**config.mk**
```make
export PLATFORM = sky130hd
export DESIGN_NAME = trap_seq
export DESIGN_NICKNAME = d
export VERILOG_FILES = /design/src/rtl/trap_pkg.sv /design/src/rtl/trap_seq.sv
export SDC_FILE = /design/constraint.sdc
export NUM_CORES = 1
export LEC_CHECK = 0
export BUFFER_PORTS_ARGS = -buffer_cell sky130_fd_sc_hd__clkbuf_2
export CAP_MARGIN = 20
export CORE_AREA = 2 2 110 112
export CTS_BUF_LIST = sky130_fd_sc_hd__clkbuf_2
export DETAILED_ROUTE_END_ITERATION = 10
export DIE_AREA = 0 0 112 114
export PLACE_DENSITY = 0.66
export SETUP_SLACK_MARGIN = 0.5
export SYNTH_ARGS = -nofsm -noshare
export SYNTH_HDL_FRONTEND = slang
export SYNTH_SLANG_ARGS = --single-unit
```
**constraint.sdc**
```tcl
create_clock -name clk_i -period 3.2 [get_ports clk_i]
set_clock_uncertainty 0.05 [all_clocks]
set_input_delay 0.64 -clock clk_i [delete_from_list [all_inputs] [get_ports clk_i]]
set_output_delay 0.64 -clock clk_i [all_outputs]
set_load 0.03 [all_outputs]
```
**src/rtl/trap_pkg.sv**
```systemverilog
// Shared definitions for the machine-mode trap sequencer: FSM states,
// instruction encodings, CSR addresses, trap causes and mstatus bit positions.
package trap_pkg;

  typedef enum logic [2:0] {
    IDLE,
    W_MEPC,
    W_MCAUSE,
    W_MSTATUS,
    W_MRET,
    ASSERT
  } state_t;

  localparam logic [31:0] INST_ECALL  = 32'h0000_0073;
  localparam logic [31:0] INST_EBREAK = 32'h0010_0073;
  localparam logic [31:0] INST_MRET   = 32'h3020_0073;

  localparam logic [11:0] CSR_MSTATUS = 12'h300;
  localparam logic [11:0] CSR_MEPC    = 12'h341;
  localparam logic [11:0] CSR_MCAUSE  = 12'h342;

  localparam logic [31:0] CAUSE_ECALL   = 32'd11;
  localparam logic [31:0] CAUSE_EBREAK  = 32'd3;
  localparam logic [31:0] CAUSE_EXT_INT = 32'h8000_000B;

  localparam int MIE_BIT  = 3;
  localparam int MPIE_BIT = 7;

endpackage

```
**src/rtl/trap_seq.sv**
```systemverilog
// Machine-mode trap sequencer: detects ECALL/EBREAK/interrupt/MRET, holds the
// pipeline, writes mepc/mcause/mstatus one per cycle, then issues a redirect.
module trap_seq #(
  parameter int ADDR_W = 32,
  parameter int INT_W  = 8
) (
  input  logic              clk_i,
  input  logic              rst_i,
  input  logic [31:0]       inst_i,
  input  logic [ADDR_W-1:0] inst_addr_i,
  input  logic              jump_flag_i,
  input  logic [ADDR_W-1:0] jump_addr_i,
  input  logic              hold_flag_rib_i,
  input  logic [INT_W-1:0]  int_flag_i,
  input  logic [ADDR_W-1:0] csr_mtvec_i,
  input  logic [ADDR_W-1:0] csr_mepc_i,
  input  logic [ADDR_W-1:0] csr_mstatus_i,
  output logic              hold_flag_o,
  output logic              csr_we_o,
  output logic [11:0]       csr_waddr_o,
  output logic [ADDR_W-1:0] csr_wdata_o,
  output logic              int_assert_o,
  output logic [ADDR_W-1:0] int_addr_o
);
  import trap_pkg::*;

  state_t            state_reg;
  logic [ADDR_W-1:0] cause_reg;

  logic              is_ecall;
  logic              is_ebreak;
  logic              sync_evt;
  logic              async_evt;
  logic              mret_evt;
  logic              idle_ok;
  logic              trap_accept;
  logic              mret_accept;
  logic [ADDR_W-1:0] cause_sel;
  logic [ADDR_W-1:0] pc_sel;
  logic [ADDR_W-1:0] trap_status;
  logic [ADDR_W-1:0] mret_status;
  logic [ADDR_W-1:0] mtvec_direct;

  always_comb begin
    is_ecall    = (inst_i == INST_ECALL);
    is_ebreak   = (inst_i == INST_EBREAK);
    sync_evt    = is_ecall || is_ebreak;
    async_evt   = (|int_flag_i) && csr_mstatus_i[MIE_BIT] && !sync_evt;
    mret_evt    = (inst_i == INST_MRET) && !sync_evt && !async_evt;
    // Events are level/instruction-held, so refusing them under bus hold just defers them.
    idle_ok     = (state_reg == IDLE) && !hold_flag_rib_i;
    trap_accept = idle_ok && (sync_evt || async_evt);
    mret_accept = idle_ok && mret_evt;

    if (is_ecall)
      cause_sel = ADDR_W'(CAUSE_ECALL);
    else if (is_ebreak)
      cause_sel = ADDR_W'(CAUSE_EBREAK);
    else
      cause_sel = ADDR_W'(CAUSE_EXT_INT);

    // An interrupt taken while ex redirects must return to the redirect target.
    pc_sel = (async_evt && jump_flag_i) ? jump_addr_i : inst_addr_i;

    trap_status           = csr_mstatus_i;
    trap_status[MPIE_BIT] = csr_mstatus_i[MIE_BIT];
    trap_status[MIE_BIT]  = 1'b0;

    mret_status           = csr_mstatus_i;
    mret_status[MIE_BIT]  = csr_mstatus_i[MPIE_BIT];
    mret_status[MPIE_BIT] = 1'b1;

    mtvec_direct = {csr_mtvec_i[ADDR_W-1:2], 2'b00};
  end

  // Freeze the pipeline already in the detection cycle.
  assign hold_flag_o = !rst_i && ((state_reg != IDLE) || trap_accept || mret_accept);

  always_ff @(posedge clk_i or posedge rst_i) begin
    if (rst_i) begin
      state_reg    <= IDLE;
      cause_reg    <= '0;
      csr_we_o     <= 1'b0;
      csr_waddr_o  <= '0;
      csr_wdata_o  <= '0;
      int_assert_o <= 1'b0;
      int_addr_o   <= '0;
    end else begin
      csr_we_o     <= 1'b0;
      csr_waddr_o  <= '0;
      csr_wdata_o  <= '0;
      int_assert_o <= 1'b0;
      int_addr_o   <= '0;
      // Outputs are loaded one edge early so each state presents its own write.
      case (state_reg)
        IDLE: begin
          if (trap_accept) begin
            state_reg   <= W_MEPC;
            cause_reg   <= cause_sel;
            csr_we_o    <= 1'b1;
            csr_waddr_o <= CSR_MEPC;
            csr_wdata_o <= pc_sel;
          end else if (mret_accept) begin
            state_reg   <= W_MRET;
            csr_we_o    <= 1'b1;
            csr_waddr_o <= CSR_MSTATUS;
            csr_wdata_o <= mret_status;
          end
        end
        W_MEPC: begin
          state_reg   <= W_MCAUSE;
          csr_we_o    <= 1'b1;
          csr_waddr_o <= CSR_MCAUSE;
          csr_wdata_o <= cause_reg;
        end
        W_MCAUSE: begin
          state_reg   <= W_MSTATUS;
          csr_we_o    <= 1'b1;
          csr_waddr_o <= CSR_MSTATUS;
          csr_wdata_o <= trap_status;
        end
        W_MSTATUS: begin
          state_reg    <= ASSERT;
          int_assert_o <= 1'b1;
          int_addr_o   <= mtvec_direct;
        end
        W_MRET: begin
          state_reg    <= ASSERT;
          int_assert_o <= 1'b1;
          int_addr_o   <= csr_mepc_i;
        end
        ASSERT: begin
          state_reg <= IDLE;
        end
        default: begin
          state_reg <= IDLE;
        end
      endcase
    end
  end

endmodule

```
* Word level (Yosys, flattened, before mapping) *
Index checks and enable logic that the tools add are counted.

word-level totals
  register bits = 113
  bits of input ports = 204
  output and inout bits = 79
  logic and storage cells = 55

cells by class
  equality and inequality tests = 8
  multiplexer cells = 17
  reductions and logical operators = 23

operator list
  operator                count
  $mux W32                5
  $pmux W32 S3            1
  $pmux W32 S2            1
  $eq A32 B21 Y1 const B  1
  $eq A32 B30 Y1 const B  1
  $eq A32 B7 Y1 const B   1
  $pmux W10 S3            1
  $mux W10                2
  $pmux W3 S4             1
  $logic_and A1 B1 Y1     9
  $reduce_or A8 Y1        1
  $eq A3 B2 Y1 const B    2
  $mux W3                 2
  $logic_not A1 Y1        4
  $logic_or A1 B1 Y1      4
  $reduce_or A2 Y1        2
  $eq A3 B1 Y1 const B    1
  $eq A3 B3 Y1 const B    1
  $logic_not A3 Y1        1
  $mux W1                 3
  $ne A3 B3 Y1 const B    1
  $reduce_bool A3 Y1      1
  $pmux W1 S2             1
  $reduce_and A2 Y1       1

* Depth between registers and ports, before layout *
Gate-level depths: netlist of run 1.

  word-level depth = 10
  gate-level depth with buffers = 8
  mapped depth without buffers = 5

* Worst setup path after synthesis of run 1 *
OpenSTA, ideal clock, no wires.

  path type = in2out
  start point = input int_flag_i[1]
  end point = output hold_flag_o
  arrival = 2.463 ns
  data required time = 2.510 ns
  slack = 0.047 ns
  stages = 6
  cell sequence = nor4_4 a21oi_2 or4_4 buf_6 buf_6 a31oi_1

between the ends
  word-level cells in the longest chain between the ends = 8
  elaborated cells between the ends (all ways) = 11

RTL lines
  what                                                              RTL line                        RTL
  start, declared                                                   trap_seq.sv:14                  input logic [INT_W-1:0] int_flag_i,
  $reduce_or A8 Y1 (*)                                              trap_seq.sv:48                  async_evt = (|int_flag_i) && csr_mstatus_i[MIE_BIT] && !sync_evt;
  $logic_and A1 B1 Y1 (*) (2 in a row)                              trap_seq.sv:48
  $logic_or A1 B1 Y1 / $logic_not A1 Y1 (equally long branches)     trap_seq.sv:52, trap_seq.sv:49
  $logic_and A1 B1 Y1 (on tied branches)                            trap_seq.sv:52, trap_seq.sv:49
  $logic_or A1 B1 Y1 / $logic_and A1 B1 Y1 (equally long branches)  trap_seq.sv:77, trap_seq.sv:53
  $logic_or A1 B1 Y1 (*)                                            trap_seq.sv:77                  assign hold_flag_o = !rst_i && ((state_reg != IDLE) || trap_accept || mret_accept);
  $logic_and A1 B1 Y1 (*)                                           trap_seq.sv:77
  end, declared                                                     trap_seq.sv:18                  output logic hold_flag_o,

Every way passes the cells marked *; elsewhere a longest branch is shown, timed or not.

* Final worst setup path of run 1 *
  start point = register state_reg[2]
  end point = output hold_flag_o

between the ends
  word-level cells in the longest chain between the ends = 6
  elaborated cells between the ends (all ways) = 8

RTL lines
  what                     RTL line         RTL
  start, declared          trap_seq.sv:27   state_t state_reg;
  start signal, assigned   trap_seq.sv:81   state_reg <= IDLE;
  start signal, assigned   trap_seq.sv:98   state_reg <= W_MEPC;
  start signal, assigned   trap_seq.sv:104  state_reg <= W_MRET;
  $logic_not A3 Y1         trap_seq.sv:51   idle_ok = (state_reg == IDLE) && !hold_flag_rib_i;
  $logic_and A1 B1 Y1      trap_seq.sv:51
  $logic_and A1 B1 Y1      trap_seq.sv:52   trap_accept = idle_ok && (sync_evt || async_evt);
  $logic_or A1 B1 Y1       trap_seq.sv:77
  $logic_or A1 B1 Y1 (*)   trap_seq.sv:77
  $logic_and A1 B1 Y1 (*)  trap_seq.sv:77

Marks and branches as above.

==> results of run 1 <==
==> cells in the mapped netlist, types with 3 or more instances <==
cell type  count  area share (%)
a221o_1       32             8.7
inv_1         34             3.5
and2_1         3            0.51
clkbuf_1      15             1.5
nor4_1         5            0.85
nand2b_1       3            0.51
nand4_1        3            0.51
a22oi_1       29             5.9
o21ai_2       26             6.2
buf_6          4             1.2
nor2_1         3            0.31
nor3_1         3            0.41
buf_2          8             1.1
buf_4          9             1.8
dfrtp_1       75              51
o21ai_0        5            0.68
a22o_1        30             7.2
nand2_1        3            0.31
==> critical path: cells and delay by family, from the launching register on <==
kind	cells	cell delay [ps]
AOI/OAI and AO/OA	1	200
buffers and inverters	1	150
DFF	1	480
and+or+nand+nor	3	910
==> final timing paths <==
check	start	end	slack [ps]	depth (start not counted)
setup reg to reg	state_reg[2]$_DFFE_PP0P_	csr_wdata_o[18]$_DFF_PP0_	810	7
max in group asynchronous	rst_i	int_addr_o[29]$_DFF_PP0_	2280	3
hold reg to reg	cause_reg[1]$_DFFE_PP0P_	cause_reg[1]$_DFFE_PP0P_	480	1
hold / removal	rst_i	csr_waddr_o[6]$_DFF_PP0_	90	2
setup / recovery	state_reg[2]$_DFFE_PP0P_	hold_flag_o	280	5
min in group clk_i	csr_mepc_i[0]	int_addr_o[0]$_DFF_PP0_	300	2
==> cells by family (layout without fill, tap and decap cells) <==
kind of cell	after synthesis	count (layout)	synth area share, %
DFF	75	75	51.3
buffers and inverters	70	340	9.19
other	1	8	0.102
and+or+nand+nor	40	40	8.03
muxes	1	1	0.308
AOI/OAI and AO/OA	131	131	31.1
==> metrics by stage <==
stage               std cells  cell area (sq um)  setup slack (ps)  power, mW  hold slack [ps]
global placement          720               5150               321       3.14              432
CTS                       741               5350               148       3.85             27.2
detailed placement        720               5150               301       3.18              434
floorplan                 324               3710               418       2.59              405
global route              742               5350               103       4.03             21.6
finish                    742               5350               282       3.80             90.5
==> metal layers <==
layer	GRT usage, %	vias to the layer above
met2	33.4	188
li1	-	1732
met4	8.29	0
met5	0	-
met3	5.69	22
met1	21.0	1819
==> where the power goes <==
group	total (mW)	internal, mW	switching, mW
logic	1.87	0.677	1.19
registers	1.33	1.22	0.107
clock network	0.596	0.263	0.333
==> layout make-up <==
class	count	area [sq um]	share of cell area, %
clock inverter	6	88.8	1.66
antenna	1	2.50	0.0467
tap	147	184	3.44
sequential	75	1880	35.1
clock buffer	10	50.0	0.935
inverter	34	129	2.41
multi-input combinational	179	1520	28.3
timing repair buffer	290	1500	28.1
==> repair_timing <==
action,CTS,global route
setup endpoints to repair,17,1
endpoints found under the hold margin,0,0
resized for setup,6,1
buffers inserted,5,0
cloned,0,0
pin swaps,5,2
==> flow_metrics.env, run 1 <==
export IMPL_status="finished clean"
export IMPL_fillers=1120
export IMPL_finalWirelength_mm=12.3
export IMPL_worstHoldPathType="in2async"
export IMPL_track_usage_pct=18.8
export IMPL_grt_pass1_wl_mm=18.9
export IMPL_setup_viol=0
export IMPL_grt_max_degree=35
export IMPL_clk_latency_ps=480
export IMPL_finalCritPeriodShare_pct=91.2
export IMPL_first_global_vias=3838
export IMPL_cts_buffers_inserted=9
export IMPL_routed_wl_met2_mm=6.30
export IMPL_mostFrequentLayoutCells="clkbuf_2 (282), dfrtp_1 (72), inv_1 (33), a221o_1 (32), a22o_1 (30)"
export IMPL_finalHoldViolCount=0
export IMPL_reg_top3="csr_wdata_o x32, int_addr_o x32, csr_waddr_o x4"
export IMPL_num_rows=40
export IMPL_antenna_found_initial=1
export IMPL_syn_area_sq_um=3660
export IMPL_first_pass_iters=4
export IMPL_syn_area_per_cell_sq_um=11.5
export IMPL_cellPowerDensity_nw_per_um2=709
export IMPL_startpoint_type="flip-flop"
export IMPL_final_common_cell="clkbuf_2"
export IMPL_end_kind="output port"
export IMPL_clkTransAtPathRegs_ps=210
export IMPL_max_freq_mhz=343
export IMPL_die_area_sq_um=12800
export IMPL_rsz0062_at_grt="true"
export IMPL_cts_hold_buf=0
export IMPL_highest_layer="met4"
export IMPL_drv_cap=0
export IMPL_yosysUniqueCellTypes=39
export IMPL_die_h_um=114
export IMPL_port_buffers=273
export IMPL_grt_overflow_total=0
export IMPL_max_slew_margin_rel_pct=30.9
export IMPL_final_util_pct=45.7
export IMPL_io_pins=283
export IMPL_start_util_pct=31.3
export IMPL_fin_nets=793
export IMPL_irDropWorstVdd_uv=424
export IMPL_synth_edf_count=0
export IMPL_vias=3761
export IMPL_drive_above_1_share_pct=59.1
export IMPL_path_max_fanout=2
export IMPL_met3_length_mm=1.05
export IMPL_clkSinkCount=75
export IMPL_h_tree_depth=3
export IMPL_postRouteAntennaNets=0
export IMPL_drtIter0Drc=167
export IMPL_wl_per_cell_um=16.6
export IMPL_gp_congestion=0.817
export IMPL_fin_crit_ps=2920
export IMPL_dieWidth_um=112
export IMPL_cts_tree="done"
export IMPL_slowest_delay_ps=510
export IMPL_drc=0
export IMPL_worstPathArrival_ps=2230
export IMPL_coreArea_sq_um=11700
export IMPL_worst_slew_pin_slew_ps=1040
export IMPL_netlist_instances=318
export IMPL_seq_area_frac_synth_pct=51.3
export IMPL_crit_type="reg2out"
export IMPL_drt_met1_wl_mm=4.58
export IMPL_async_reset_ff_share_pct=100
export IMPL_p_leak_nw=2.99
export IMPL_area_growth_pct=46.2
export IMPL_synth_seq_cells=75
export IMPL_slew_violations=0
export IMPL_totalNegativeSetupSlack_ps=0
export IMPL_hpwl_mm=9.74
export IMPL_ys_warn_count=0
export IMPL_root_buffer="clkbuf_2"
export IMPL_clock_path_buffers=2
export IMPL_cp_cell_sequence="nor4_4 > nand4_1 > or4_4 > a31oi_4 > buf_8"
export IMPL_cpMaxStageDelayCell="or4_4"
export IMPL_cp_required_ps=2510
export IMPL_vias_per_cell=5.07
export IMPL_synth_flop_cell="dfrtp_1"
Power figures use the tool's default switching activity.
==> inputs of run 2 (changes only) <==
Settings changed: MAX_ROUTING_LAYER from default to met4.
==> flow_metrics.env, run 2 (synthesis results as in run 1) <==
export IMPL_drtIter0Drc=165
export IMPL_final_cells=742
export IMPL_grt_max_degree=35
export IMPL_dp_cells=720
export IMPL_wl_per_cell_um=16.6
export IMPL_setup_viol=0
export IMPL_placed_area_sq_um=5150
export IMPL_h_tree_depth=3
export IMPL_r2r_slack_ps=820
export IMPL_status="finished clean"
export IMPL_cts_hold_buf=0
export IMPL_worst_slew_pin_slew_ps=1030
export IMPL_worstHoldPathType="in2async"
export IMPL_grt_pass1_wl_mm=18.9
export IMPL_finalWirelength_mm=12.3
export IMPL_num_rows=40
export IMPL_hpwl_mm=9.74
export IMPL_start_util_pct=31.3
export IMPL_end_kind="output port"
export IMPL_crit_type="reg2out"
export IMPL_vias=3743
export IMPL_fin_nets=793
export IMPL_max_freq_mhz=343
export IMPL_clk_latency_ps=480
export IMPL_fillers=1120
export IMPL_coreArea_sq_um=11700
export IMPL_p_leak_nw=2.99
export IMPL_final_common_cell="clkbuf_2"
export IMPL_mostFrequentLayoutCells="clkbuf_2 (282), dfrtp_1 (72), inv_1 (33), a221o_1 (32), a22o_1 (30)"
export IMPL_worst_hold_slack_ps=87.9
export IMPL_path_max_fanout=2
export IMPL_port_buffers=273
export IMPL_drv_cap=0
export IMPL_regToRegEndpoint="csr_wdata_o[18]$_DFF_PP0_"
export IMPL_drive_above_1_share_pct=59.1
export IMPL_vias_per_cell=5.04
export IMPL_rsz0062_at_grt="true"
export IMPL_slew_violations=0
export IMPL_max_slew_margin_rel_pct=31.3
export IMPL_grt_overflow_total=0
export IMPL_final_area_sq_um=5350
export IMPL_finalHoldViolCount=0
export IMPL_first_global_vias=3845
export IMPL_first_pass_iters=5
export IMPL_gp_congestion=0.830
export IMPL_rr_startpoint="state_reg[2]$_DFFE_PP0P_"
export IMPL_root_buffer="clkbuf_2"
export IMPL_dieWidth_um=112
export IMPL_fin_crit_ps=2920
export IMPL_startpoint_type="flip-flop"
export IMPL_track_usage_pct=19.4
export IMPL_cts_buffers_inserted=9
export IMPL_io_pins=283
export IMPL_postRouteAntennaNets=0
export IMPL_worstPathArrival_ps=2230
export IMPL_antenna_found_initial=1
export IMPL_clkTransAtPathRegs_ps=210
export IMPL_clkSinkCount=75
export IMPL_cts_tree="done"
export IMPL_area_growth_pct=46.2
export IMPL_finalCritPeriodShare_pct=91.2
export IMPL_totalNegativeSetupSlack_ps=0
export IMPL_irDropWorstVdd_uv=424
export IMPL_drc=0
export IMPL_cellPowerDensity_nw_per_um2=709
export IMPL_cp_required_ps=2510
export IMPL_reg2reg_depth=7
export IMPL_reg_top3="csr_wdata_o x32, int_addr_o x32, csr_waddr_o x4"
export IMPL_die_area_sq_um=12800
export IMPL_clock_path_buffers=2
export IMPL_die_h_um=114
-- run 2: cell counts in the layout (fill, tap and decap cells not counted) --
Identical to the previous run, type by type.
-- run 2: per-stage QoR --
stage	utilization [%]	power, mW	setup slack (ps)
finish	45.7	3.80	281
global route	45.7	4.03	103
CTS	45.7	3.85	148
detailed placement	44.0	3.18	301
global placement	44.0	3.14	321
floorplan	-	2.59	418
-- run 2: final cells by class --
type                            instances  area [sq um]  area share [%]
Antenna cell                            1          2.50          0.0467
Clock buffer                           10          50.0           0.935
Clock inverter                          6          88.8            1.66
Inverter                               34           129            2.41
Multi-Input combinational cell        179          1520            28.3
Sequential cell                        75          1880            35.1
Tap cell                              147           184            3.44
Timing Repair Buffer                  290          1500            28.1
-- run 2: timing repair --
item,in CTS,in global routing
gates resized for setup,6,1
pin swaps,5,2
endpoints found under the setup margin,17,1
cloned,0,0
setup buffers,5,0
-- run 2: how the worst max path moves through the flow --
stage | to | from | cells past startpoint | slack, ps
final | hold_flag_o | state_reg[2]$_DFFE_PP0P_ | 5 | 280
after global routing | hold_flag_o | state_reg[2]$_DFFE_PP0P_ | 5 | 100
after CTS | hold_flag_o | state_reg[1]$_DFFE_PP0P_ | 5 | 150
after detailed placement | hold_flag_o | inst_i[2] | 6 | 300
after global placement | csr_wdata_o[0]$_DFF_PP0_ | hold_flag_rib_i | 7 | 320
after floorplan | hold_flag_o | inst_i[2] | 6 | 420
-- run 2: critical path: stages, from the launching register on --
cell	delay (ps)
dfrtp_2	480
nor4_4	290
nand4_1	110
or4_4	510
a31oi_4	200
buf_8	150
-- run 2: power by group --
part / internal [mW] / switching (mW)
registers: 1.22 / 0.106
logic: 0.677 / 1.19
clock network: 0.263 / 0.332
-- run 2: routing by layer --
layer / track usage (%) / up-vias / routed length, um
met5: - / - / 0
met2: 33.4 / 193 / 6360
met1: 21.4 / 1799 / 4610
li1: - / 1731 / -
met3: 5.05 / 20 / 1010
met4: 8.29 / 0 / 320
==> inputs of run 3 (changes only) <==
Settings changed: PLACE_DENSITY 0.66 to 0.71.
==> flow_metrics.env, run 3 (synthesis results as in run 1) <==
export IMPL_status="finished clean"
export IMPL_first_global_vias=3766
export IMPL_reg_top3="csr_wdata_o x32, int_addr_o x32, csr_waddr_o x4"
export IMPL_slowest_delay_ps=580
export IMPL_seq_power_share_pct=35.8
export IMPL_clock_path_buffers=2
export IMPL_max_slew_margin_rel_pct=46.8
export IMPL_die_h_um=114
export IMPL_wl_per_cell_um=16.5
export IMPL_vias=3759
export IMPL_finalHoldViolCount=0
export IMPL_rsz0062_at_grt="true"
export IMPL_track_usage_pct=19.4
export IMPL_path_max_fanout=2
export IMPL_regToRegEndpoint="csr_wdata_o[13]$_DFF_PP0_"
export IMPL_worst_slew_pin_slew_ps=794
export IMPL_drtIter0Drc=252
export IMPL_gp_congestion=0.789
export IMPL_fillers=1106
export IMPL_max_freq_mhz=341
export IMPL_comb_power_share_pct=50.5
export IMPL_cts_buffers_inserted=9
export IMPL_grt_pass1_wl_mm=18.6
export IMPL_reg2reg_depth=7
export IMPL_area_growth_pct=45.5
export IMPL_cellPowerDensity_nw_per_um2=697
export IMPL_irDropWorstVdd_uv=445
export IMPL_cts_tree="done"
export IMPL_h_tree_depth=3
export IMPL_antenna_found_initial=2
export IMPL_p_int_mw=2.09
export IMPL_rr_startpoint="state_reg[2]$_DFFE_PP0P_"
export IMPL_hpwl_mm=9.34
export IMPL_clkTransAtPathRegs_ps=200
export IMPL_drive_above_1_share_pct=58.6
export IMPL_cpMaxStageDelayCell="or4_4"
export IMPL_end_kind="output port"
export IMPL_finalCritPeriodShare_pct=91.7
export IMPL_worst_hold_slack_ps=249
export IMPL_clkSinkCount=75
export IMPL_coreArea_sq_um=11700
export IMPL_die_area_sq_um=12800
export IMPL_num_rows=40
export IMPL_totalNegativeSetupSlack_ps=0
export IMPL_postRouteAntennaNets=0
export IMPL_first_pass_iters=6
export IMPL_final_common_cell="clkbuf_2"
export IMPL_mostFrequentLayoutCells="clkbuf_2 (283), dfrtp_1 (72), inv_1 (33), a221o_1 (32), a22o_1 (30)"
export IMPL_slew_violations=0
export IMPL_cp_num_buf_inv=2
export IMPL_cp_required_ps=2510
export IMPL_vias_per_cell=5.07
export IMPL_r2r_slack_ps=820
export IMPL_startpoint_type="input port"
export IMPL_setup_viol=0
export IMPL_root_buffer="clkbuf_2"
export IMPL_fin_crit_ps=2930
export IMPL_power_frac_clock_pct=13.7
export IMPL_fin_nets=791
export IMPL_cp_top_family="simple AND/OR/NAND/NOR gates"
export IMPL_power_share_switching_pct=43.8
export IMPL_dieWidth_um=112
export IMPL_finalWirelength_mm=12.3
export IMPL_crit_type="in2out"
export IMPL_post_place_ws_ps=276
export IMPL_p_leak_nw=2.97
export IMPL_hp_start="csr_mepc_i[0]"
export IMPL_switchingPower_mw=1.63
export IMPL_drc=0
export IMPL_worstHoldPathType="in2reg"
export IMPL_hold_path_depth=2
export IMPL_hold_path_endpoint="int_addr_o[0]$_DFF_PP0_"
export IMPL_cp_cell_sequence="clkbuf_2 > nor4_1 > nand3_1 > or4_4 > a31oi_4 > buf_8"
export IMPL_worstPathArrival_ps=2240
export IMPL_drv_cap=0
export IMPL_clk_latency_ps=520
export IMPL_port_buffers=273
export IMPL_grt_overflow_total=0
export IMPL_io_pins=283
export IMPL_grt_max_degree=47
export IMPL_start_util_pct=31.3
export IMPL_setup_slack_ps=265
run 3: worst max path at each step:
stage                        startpoint     endpoint  slack, ps  depth (start not counted)
5_1_grt        state_reg[2]$_DFFE_PP0P_  hold_flag_o        130                          5
6_report                     inst_i[24]  hold_flag_o        270                          6
3_5_place_dp                 inst_i[24]  hold_flag_o        280                          6
3_3_place_gp                 inst_i[24]  hold_flag_o        330                          6
2_1_floorplan                 inst_i[2]  hold_flag_o        420                          6
4_1_cts        state_reg[1]$_DFFE_PP0P_  hold_flag_o        160                          5
run 3: power groups by stage:
| stage | Clock (mW) | Sequential (mW) | Combinational (mW) |
|---|---|---|---|
| 5_1_grt | 0.571 | 1.35 | 2.01 |
| 3_5_place_dp | 0 | 1.37 | 1.81 |
| 4_1_cts | 0.544 | 1.33 | 1.89 |
| 2_1_floorplan | 0 | 1.86 | 0.729 |
| 3_3_place_gp | 0 | 1.36 | 1.78 |
| 6_report | 0.509 | 1.33 | 1.88 |
run 3: worst reg2reg max path, stage by stage, from the launching register on:
cell and delay (ps):
dfrtp_2 470, buf_4 170, or4_4 570, a2111oi_4 360, buf_4 340, a22oi_1 150, o21ai_2 70, a221o_1 140
run 3: through the flow:
step	cells	power, mW	util [%]	area [sq um]
after global placement	717	3.14	43.9	5140
final	741	3.72	45.5	5330
after global routing	741	3.93	45.5	5330
after detailed placement	717	3.18	43.9	5140
after CTS	738	3.77	45.4	5310
after floorplan	324	2.59	-	3710
run 3: what timing repair did:
| action | CTS | global route |
|---|---|---|
| endpoints found under the setup margin | 1 | 22 |
| gates resized for setup | 6 | 1 |
| buffers inserted | 4 | 1 |
| hold buffers | 1 | 0 |
| pin swaps | 3 | 2 |
| endpoints found under the hold margin | 1 | 0 |
run 3: area by class of cell:
class                           instances  area [sq um]  area share (%)
Antenna cell                            2          5.00          0.0940
Clock buffer                           11          55.1            1.03
Clock inverter                          5          53.8            1.01
Inverter                               34           129            2.42
Multi-Input combinational cell        179          1520            28.4
Sequential cell                        75          1880            35.3
Tap cell                              147           184            3.45
Timing Repair Buffer                  288          1500            28.2
run 3: routing by layer:
layer / vias up / GRT usage, % / part of all wire [%]
li1: 1741 / - / -
met1: 1804 / 21.4 / 39
met2: 199 / 33.0 / 51
met3: 15 / 5.31 / 8.8
met4: 0 / 8.94 / 1.5
met5: - / - / 0
